### config.mk
export PLATFORM = sky130hd
export DESIGN_NAME = nes_rom_loader
export DESIGN_NICKNAME = d
export VERILOG_FILES = /design/src/rtl/nes_rom_loader.sv
export SDC_FILE = /design/constraint.sdc
export NUM_CORES = 1
export LEC_CHECK = 0
export BUFFER_PORTS_ARGS = -buffer_cell sky130_fd_sc_hd__buf_2
export CAP_MARGIN = 20
export CORE_UTILIZATION = 59
export CTS_CLUSTER_DIAMETER = 100
export DETAILED_ROUTE_END_ITERATION = 8
export HOLD_SLACK_MARGIN = 0.06
export PLACE_DENSITY = 0.84
export SLEW_MARGIN = 25
export SYNTH_ARGS = -nofsm -noshare
export SYNTH_HDL_FRONTEND = slang
export SYNTH_SLANG_ARGS = --single-unit
### constraint.sdc
create_clock -name clk -period 10 [get_ports clk]
set_input_delay 2 -clock clk [delete_from_list [all_inputs] [get_ports clk]]
set_output_delay 2 -clock clk [all_outputs]
set_load 0.005 [all_outputs]
### src/rtl/nes_rom_loader.sv
// nes_rom_loader: boot-time iNES image loader. Parses the 16-byte iNES
// header from a byte stream, optionally skips a 512-byte trainer, then writes
// PRG data to SRAM 0x000000.. and CHR data to 0x200000.. through the memory
// controller's write/addr/din/busy handshake, one byte per request.
//
// Ports:
//   clk, reset            system clock, synchronous active-high reset
//   in_data/in_valid      stream byte in
//   in_ready              byte consumed when in_valid && in_ready
//   mem_write/mem_addr    one-cycle write request with address and data
//   mem_din/mem_busy      controller data in and busy flag
//   mapper, prg_size, chr_size, mirroring   decoded cartridge configuration
//   done, error           sticky completion / header-rejected flags
//
// Build option: define NES_LOADER_CHR_CLEAR_EN to zero-fill the 8 KB CHR RAM
// window when the image carries no CHR data.
module nes_rom_loader (
  input  logic        clk,
  input  logic        reset,
  input  logic [7:0]  in_data,
  input  logic        in_valid,
  output logic        in_ready,
  output logic        mem_write,
  output logic [21:0] mem_addr,
  output logic [7:0]  mem_din,
  input  logic        mem_busy,
  output logic [7:0]  mapper,
  output logic [7:0]  prg_size,
  output logic [7:0]  chr_size,
  output logic        mirroring,
  output logic        done,
  output logic        error
);

  typedef enum logic [2:0] {
    S_HEADER, S_TRAINER, S_PRG, S_CHR, S_CLEAR, S_DONE, S_ERROR
  } state_t;

  state_t      state_q, state_d;
  logic [3:0]  idx_q, idx_d;
  logic [8:0]  trn_q, trn_d;
  logic [18:0] cnt_q, cnt_d;
  logic        pend_q, pend_d;
  logic [7:0]  hold_q, hold_d;
  logic        guard_q, guard_d;
  logic [7:0]  prg_q, prg_d;
  logic [7:0]  chr_q, chr_d;
  logic        mirror_q, mirror_d;
  logic        trainer_q, trainer_d;
  logic [3:0]  maplo_q, maplo_d;
  logic [3:0]  maphi_q, maphi_d;

  logic        accept;
  logic        issue;
  logic        last;
  logic [18:0] region_total;

  // 19-bit totals so that a 16 x 16 KB PRG image (2^18 bytes) does not wrap.
  always_comb begin
    case (state_q)
      S_PRG:   region_total = {prg_q[4:0], 14'd0};
      S_CHR:   region_total = {chr_q[5:0], 13'd0};
      default: region_total = 19'd8192;
    endcase
  end

  assign accept = in_valid && in_ready;
  assign issue  = pend_q && !mem_busy && !guard_q &&
                  ((state_q == S_PRG) || (state_q == S_CHR) || (state_q == S_CLEAR));
  assign last   = ((cnt_q + 19'd1) == region_total);

  always_ff @(posedge clk) begin
    if (reset) begin
      state_q   <= S_HEADER;
      idx_q     <= '0;
      trn_q     <= '0;
      cnt_q     <= '0;
      pend_q    <= 1'b0;
      hold_q    <= '0;
      guard_q   <= 1'b0;
      prg_q     <= '0;
      chr_q     <= '0;
      mirror_q  <= 1'b0;
      trainer_q <= 1'b0;
      maplo_q   <= '0;
      maphi_q   <= '0;
    end else begin
      state_q   <= state_d;
      idx_q     <= idx_d;
      trn_q     <= trn_d;
      cnt_q     <= cnt_d;
      pend_q    <= pend_d;
      hold_q    <= hold_d;
      guard_q   <= guard_d;
      prg_q     <= prg_d;
      chr_q     <= chr_d;
      mirror_q  <= mirror_d;
      trainer_q <= trainer_d;
      maplo_q   <= maplo_d;
      maphi_q   <= maphi_d;
    end
  end

  always_comb begin
    state_d   = state_q;
    idx_d     = idx_q;
    trn_d     = trn_q;
    cnt_d     = cnt_q;
    pend_d    = pend_q;
    hold_d    = hold_q;
    prg_d     = prg_q;
    chr_d     = chr_q;
    mirror_d  = mirror_q;
    trainer_d = trainer_q;
    maplo_d   = maplo_q;
    maphi_d   = maphi_q;
    // The controller raises busy one cycle after sampling a write.
    guard_d   = issue;

    case (state_q)
      S_HEADER: begin
        if (accept) begin
          idx_d = idx_q + 4'd1;
          case (idx_q)
            4'd0: if (in_data != 8'h4E) state_d = S_ERROR;
            4'd1: if (in_data != 8'h45) state_d = S_ERROR;
            4'd2: if (in_data != 8'h53) state_d = S_ERROR;
            4'd3: if (in_data != 8'h1A) state_d = S_ERROR;
            4'd4: begin
              prg_d = in_data;
              if ((in_data == 8'd0) || (in_data > 8'd16)) state_d = S_ERROR;
            end
            4'd5: begin
              chr_d = in_data;
              if (in_data > 8'd32) state_d = S_ERROR;
            end
            4'd6: begin
              mirror_d  = in_data[0];
              trainer_d = in_data[2];
              maplo_d   = in_data[7:4];
            end
            4'd7:  maphi_d = in_data[7:4];
            4'd15: begin
              state_d = trainer_q ? S_TRAINER : S_PRG;
              cnt_d   = '0;
            end
            default: ;
          endcase
        end
      end
      S_TRAINER: begin
        if (accept) begin
          trn_d = trn_q + 9'd1;
          if (trn_q == 9'd511) state_d = S_PRG;
        end
      end
      S_PRG, S_CHR, S_CLEAR: begin
        if (issue) begin
          // CLEAR keeps a zero byte permanently pending until its last write.
          pend_d = (state_q == S_CLEAR) && !last;
          cnt_d  = cnt_q + 19'd1;
          if (last) begin
            cnt_d = '0;
            if ((state_q == S_PRG) && (chr_q != 8'd0)) begin
              state_d = S_CHR;
            end else if (state_q == S_PRG) begin
`ifdef NES_LOADER_CHR_CLEAR_EN
              state_d = S_CLEAR;
              pend_d  = 1'b1;
              hold_d  = '0;
`else
              state_d = S_DONE;
`endif
            end else begin
              state_d = S_DONE;
            end
          end
        end
        if (accept) begin
          pend_d = 1'b1;
          hold_d = in_data;
        end
      end
      default: pend_d = 1'b0;
    endcase
  end

  always_comb begin
    in_ready  = 1'b1;
    mem_write = issue;
    mem_addr  = '0;
    mem_din   = hold_q;
    case (state_q)
      S_PRG: begin
        // No byte is taken on the region's final write: the next byte
        // belongs to the following region and must see the fresh offset.
        in_ready = !pend_q || (issue && !last);
        mem_addr = {4'b0000, cnt_q[17:0]};
      end
      S_CHR: begin
        in_ready = !pend_q || (issue && !last);
        mem_addr = {4'b1000, cnt_q[17:0]};
      end
      S_CLEAR: begin
        in_ready = 1'b0;
        mem_addr = {4'b1000, cnt_q[17:0]};
      end
      default: ;
    endcase
  end

  assign mapper    = {maphi_q, maplo_q};
  assign prg_size  = prg_q;
  assign chr_size  = chr_q;
  assign mirroring = mirror_q;
  assign done      = (state_q == S_DONE);
  assign error     = (state_q == S_ERROR);

endmodule

**Word level (Yosys, flattened, before mapping)**

Index checks and enable logic that the tools add are counted.

- Register bits after elaboration: 71
- Input port bits: 12
- Output and inout bits: 59
- Logic and storage cells: 114

- $add $sub $neg: 3
- Order comparisons: 2
- Equality and inequality tests: 34
- Mux-type cells: 26
- Bitwise gates (word level): 1
- Reductions and logical operators: 35

Operator list:

| operator | count |
|---|---|
| $mux 19 | 4 |
| $pmux 19 s2 | 2 |
| $pmux 22 s2 | 1 |
| $mux 3 | 12 |
| $ne 8x7->1 const B | 3 |
| $ne 3x3->1 const B | 7 |
| $pmux 3 s7 | 1 |
| $add 19x1->19 const B | 1 |
| $eq 19x19->1 | 1 |
| $eq 4x3->1 const B | 4 |
| $reduce_and 13->1 | 1 |
| $reduce_and 3->1 | 4 |
| $ne 2x2->1 const B | 5 |
| $add 9x1->9 const B | 1 |
| $eq 3x3->1 const B | 3 |
| $eq 9x9->1 const B | 1 |
| $pmux 3 s3 | 1 |
| $eq 4x2->1 const B | 2 |
| $gt 8x5->1 const B | 1 |
| $gt 8x6->1 const B | 1 |
| $logic_not 8->1 | 1 |
| $ne 8x2->1 const B | 1 |
| $ne 8x5->1 const B | 1 |
| $reduce_and 2->1 | 4 |
| 21 further kinds | 38 |

**Logic depth before layout (Yosys ltp)**

- Depth after elaboration: 10
- Depth in mapped cells: 12
- Gate-level depth less buffers: 11

**Worst setup path before layout**

OpenSTA, ideal clock, no wires.

- Path type: register to output
- Start point: register cnt_q[0]
- End point: output in_ready
- Arrival: 2.730 ns
- Slack: 5.270 ns
- Cell stages (with the launch flop): 10
- Buffers on the path: 0
- Path through: dfxtp_1 > ha_1 > and3_1 > nand3_1 > or3_1 > xor2_1 > or4_4 > a2111oi_4 > o21ai_0 > o21a_1

- Longest elaborated chain between the ends: 6

RTL lines:

| element | line | text |
|---|---|---|
| start, declared | 42 | `logic [18:0] cnt_q, cnt_d;` |
| start signal, assigned | 91 | `cnt_q <= cnt_d;` |
| $add 19x1->19 | 70 | `assign last = ((cnt_q + 19'd1) == region_total);` |
| $eq 19x19->1 | 70 |  |
| $logic_not 1->1 | 197, 201 |  |
| $logic_and 1x1->1 | 197, 201 |  |
| $logic_or 1x1->1 | 197, 201 |  |
| $pmux 1 s2 | 193 | `case (state_q)` |
| end, declared | 22 | `output logic in_ready,` |

Every way passes these cells.

**Worst setup path in the final report**

Same ends and word-level chain as after synthesis.

==> impl_metrics.py <==
metrics = {
    "outcome": {
        "status": "completed",
    },
    "setup_path": {
        "path_cells": "ha_1 -> nand3_1 -> nor3_1 -> mux2i_1 -> a2111o_1 -> or4_1 -> a2111oi_4 -> o21ai_0 -> o21a_1 -> buf_2",
        "r2r_slack_ps": 6300,
        "crit_arrival_ps": 3640,
        "cp-end-kind": "output port",
        "critical_path.max_stage_delay_ps": 490,
        "reg2regPathDepth": 10,
        "timing.rr.end": "cnt_q[0]$_SDFFE_PP0P_",
        "critical_path_class": "reg -> out",
        "r2r_start": "cnt_q[0]$_SDFFE_PP0P_",
        "required_ps": 8000,
        "crit_slowest_cell": "or4_1",
        "path_max_fanout": 8,
        "start_kind": "flop",
    },
    "synth": {
        "ys.flop_type": "dfxtp_1",
        "ys_seq_elements": 71,
        "synth_cell_types": 54,
        "syn_area_um2": 3890,
        "async_flop_share_pct": 0,
        "synth_edf_count": 0,
        "synth_warnings": 0,
        "yosysSeqAreaShare_pct": 36.6,
        "synthCells": 497,
        "avgSynthCellArea_um2": 7.82,
    },
    "clock_tree": {
        "clkLatencyLatePin_ps": 350,
        "htree_levels": 3,
        "cts_buffers": 9,
        "cts_hold_buf": 0,
        "path_clk_slew_ps": 80,
        "post_cts_buffers": 0,
        "clkSinkCount": 71,
        "cts_tree": "done",
        "cts_root_buf": "clkbuf_8",
        "cts_resized": 0,
        "clockBufferDepth": 2,
    },
    "timing": {
        "setup_viol": 0,
        "period_share_pct": 56.4,
        "slew_violations": 0,
        "rsz0062_at_grt": "no",
        "hold_viol_final": 0,
        "skew_ps": 11.3,
        "fmax_ghz": 0.177,
        "setup_tns_ps": 0,
        "period_needed_ps": 5640,
        "worstMarginPinSlew_ps": 947,
        "slew_headroom_pct": 36.9,
    },
    "power_and_ir_drop": {
        "power_switching_uw": 284,
        "pwr-share-clk_pct": 30.4,
        "seqPwrFrac_pct": 41.9,
        "total_power_uw": 787,
        "power_leakage_nw": 1.71,
        "p_int_uw": 503,
        "ir_drop_v": 0.000118,
        "swShare_pct": 36.1,
        "power_frac_comb_pct": 27.6,
        "powerDensity_nw_per_um2": 178,
    },
    "routing": {
        "drc": 0,
        "wl_met2_um": 4750,
        "top_layer_used": "met4",
        "drt_iter0_drc": 354,
        "viasPerCell": 6.28,
        "routed_wl_um": 10100,
        "ant_nets": 0,
        "vias": 3935,
        "route.met3.wl_um": 753,
        "met1_length_um": 4360,
        "dr.pass1.iters": 5,
        "wl_per_cell_um": 16.1,
    },
    "floorplanning": {
        "core_area_um2": 6350,
        "rows": 29,
        "start_util_pct": 61.2,
        "die_h_um": 83.2,
        "dieArea_um2": 6920,
        "dieWidth_um": 83.2,
        "pin_count": 71,
    },
    "grt": {
        "antenna_found_initial": 0,
        "grt_pass1_vias": 3496,
        "track_usage_pct": 29.3,
        "grt_max_degree": 56,
        "overflow": 0,
        "grt_pass1_wl_um": 16600,
    },
    "layout": {
        "nFillCells": 529,
        "diodes": 0,
        "final_core_util_pct": 69.7,
        "drive_gt1_share_pct": 17.1,
        "layout.nets": 564,
        "syn_to_final_growth_pct": 13.8,
    },
    "placement": {
        "place_hpwl_um": 6850,
        "numPortBuffers": 67,
        "finalWeightedCongestion": 0.937,
    },
    "min_path": {
        "min_to": "maplo_q[3]$_SDFFE_PP0P_",
        "holdCritPathClass": "reg -> reg",
        "hp-start": "maplo_q[3]$_SDFFE_PP0P_",
        "min_path_cells": 2,
    },
    "flow_run": {
        "cap_violations": 0,
    },
}
critical path: cells and delay by family, from the launching register on:
| kind | cells | cell delay (ps) |
|---|---|---|
| buffers and inverters | 1 | 120 |
| and+or+nand+nor | 3 | 1090 |
| muxes | 1 | 130 |
| AOI/OAI and AO/OA | 4 | 1170 |
| DFF | 1 | 470 |
| adders and majority gates | 1 | 280 |
cell type report:
cell class	instances	area, um2	area share, %
Tap cell	77	96.3	2.18
Timing Repair Buffer	71	365	8.26
Clock buffer	10	138	3.11
Sequential cell	71	1420	32.1
Multi-Input combinational cell	380	2290	51.8
Clock inverter	6	68.8	1.55
Inverter	12	45.0	1.02
cell usage after synthesis, drive strengths merged, types with 2 or more instances:
cell     number  area, um2
a311oi        2       17.5
and3          9       56.3
nor4          7       43.8
clkbuf       25       95.1
nand3        53        265
buf          11       65.1
and2          4       25.0
ha            7       87.6
nand3b        4       30.0
o21ai        20        100
dfxtp        71       1420
o22ai         2       12.5
o31ai         9       67.6
mux2i        17        170
or4           2       18.8
nand4        11       68.8
nor3b         2       15.0
nor2         43        161
nor3          5       25.0
o2111ai       9       78.8
inv          11       41.3
nand2b        3       18.8
and3b         2       17.5
xor2         10       87.6
a211o         2       17.5
a21oi        42        210
and4          3       26.3
nor2b        12       75.1
or3           5       31.3
xnor2        10       87.6
a31oi         3       18.8
nand2        60        225
nand4b        4       35.0
registers in the layout (all words and copies together) (netlist names):
name       flops
state_q        3
mem_din        8
trn_q          9
maphi_q        4
trainer_q      1
chr_size       8
maplo_q        4
mirroring      1
idx_q          4
prg_size       8
pend_q         1
cnt_q         19
guard_q        1
cell usage in the layout (no fill, tap or decap), types with 10 or more instances in the layout:
| master | n |
|---|---|
| mux2i_1 | 17 |
| xor2_1 | 10 |
| dfxtp_1 | 71 |
| nand3_1 | 53 |
| clkbuf_8 | 10 |
| a21oi_1 | 41 |
| nand2_1 | 60 |
| o21ai_0 | 18 |
| nor2b_1 | 12 |
| buf_2 | 67 |
| inv_1 | 11 |
| xnor2_1 | 10 |
| nand4_1 | 11 |
| nor2_1 | 43 |
worst max-delay path by stage:
| stage | from | to | slack (ps) | cells past startpoint |
|---|---|---|---|---|
| 4_1_cts | cnt_q[0]$_SDFFE_PP0P_ | in_ready | 4400 | 10 |
| 2_1_floorplan | cnt_q[0]$_SDFFE_PP0P_ | in_ready | 5270 | 9 |
| 5_1_grt | cnt_q[0]$_SDFFE_PP0P_ | in_ready | 4140 | 10 |
| 3_5_place_dp | cnt_q[0]$_SDFFE_PP0P_ | in_ready | 4790 | 10 |
| 6_report | cnt_q[0]$_SDFFE_PP0P_ | in_ready | 4360 | 10 |
| 3_3_place_gp | cnt_q[0]$_SDFFE_PP0P_ | in_ready | 4960 | 10 |
power by group through the flow:
stage          Sequential (mW)  Clock (mW)  Combinational, mW
6_report                 0.330       0.239              0.217
5_1_grt                  0.333       0.256              0.242
4_1_cts                  0.328       0.241              0.213
3_5_place_dp             0.334           0              0.210
3_3_place_gp             0.333           0              0.206
2_1_floorplan            0.315           0              0.176
kinds of logic after synthesis:
kind of cell / synth area share (%)
adders and majority gates: 2.25
AOI/OAI and AO/OA: 16.9
muxes: 4.38
buffers and inverters: 5.28
xor gates and xnor gates: 5.09
and+or+nand+nor: 29.4
DFF: 36.6
other: 0.0965
stage by stage:
stage	hold slack, ps	setup slack, ps	std cells	cell area (um2)
after floorplan	441	5270	499	3890
after global placement	443	4960	611	4210
after detailed placement	445	4790	611	4210
after CTS	456	4400	627	4420
after global routing	484	4140	627	4430
final	454	4360	627	4430
per-layer routing:
layer | vias to the layer above | global-route usage [%]
li1 | 1871 | -
met1 | 1841 | 39.4
met2 | 194 | 45.5
met3 | 29 | 6.46
met4 | 0 | 12.2
met5 | - | 0
Note: power is estimated with default switching activity, not from simulation.
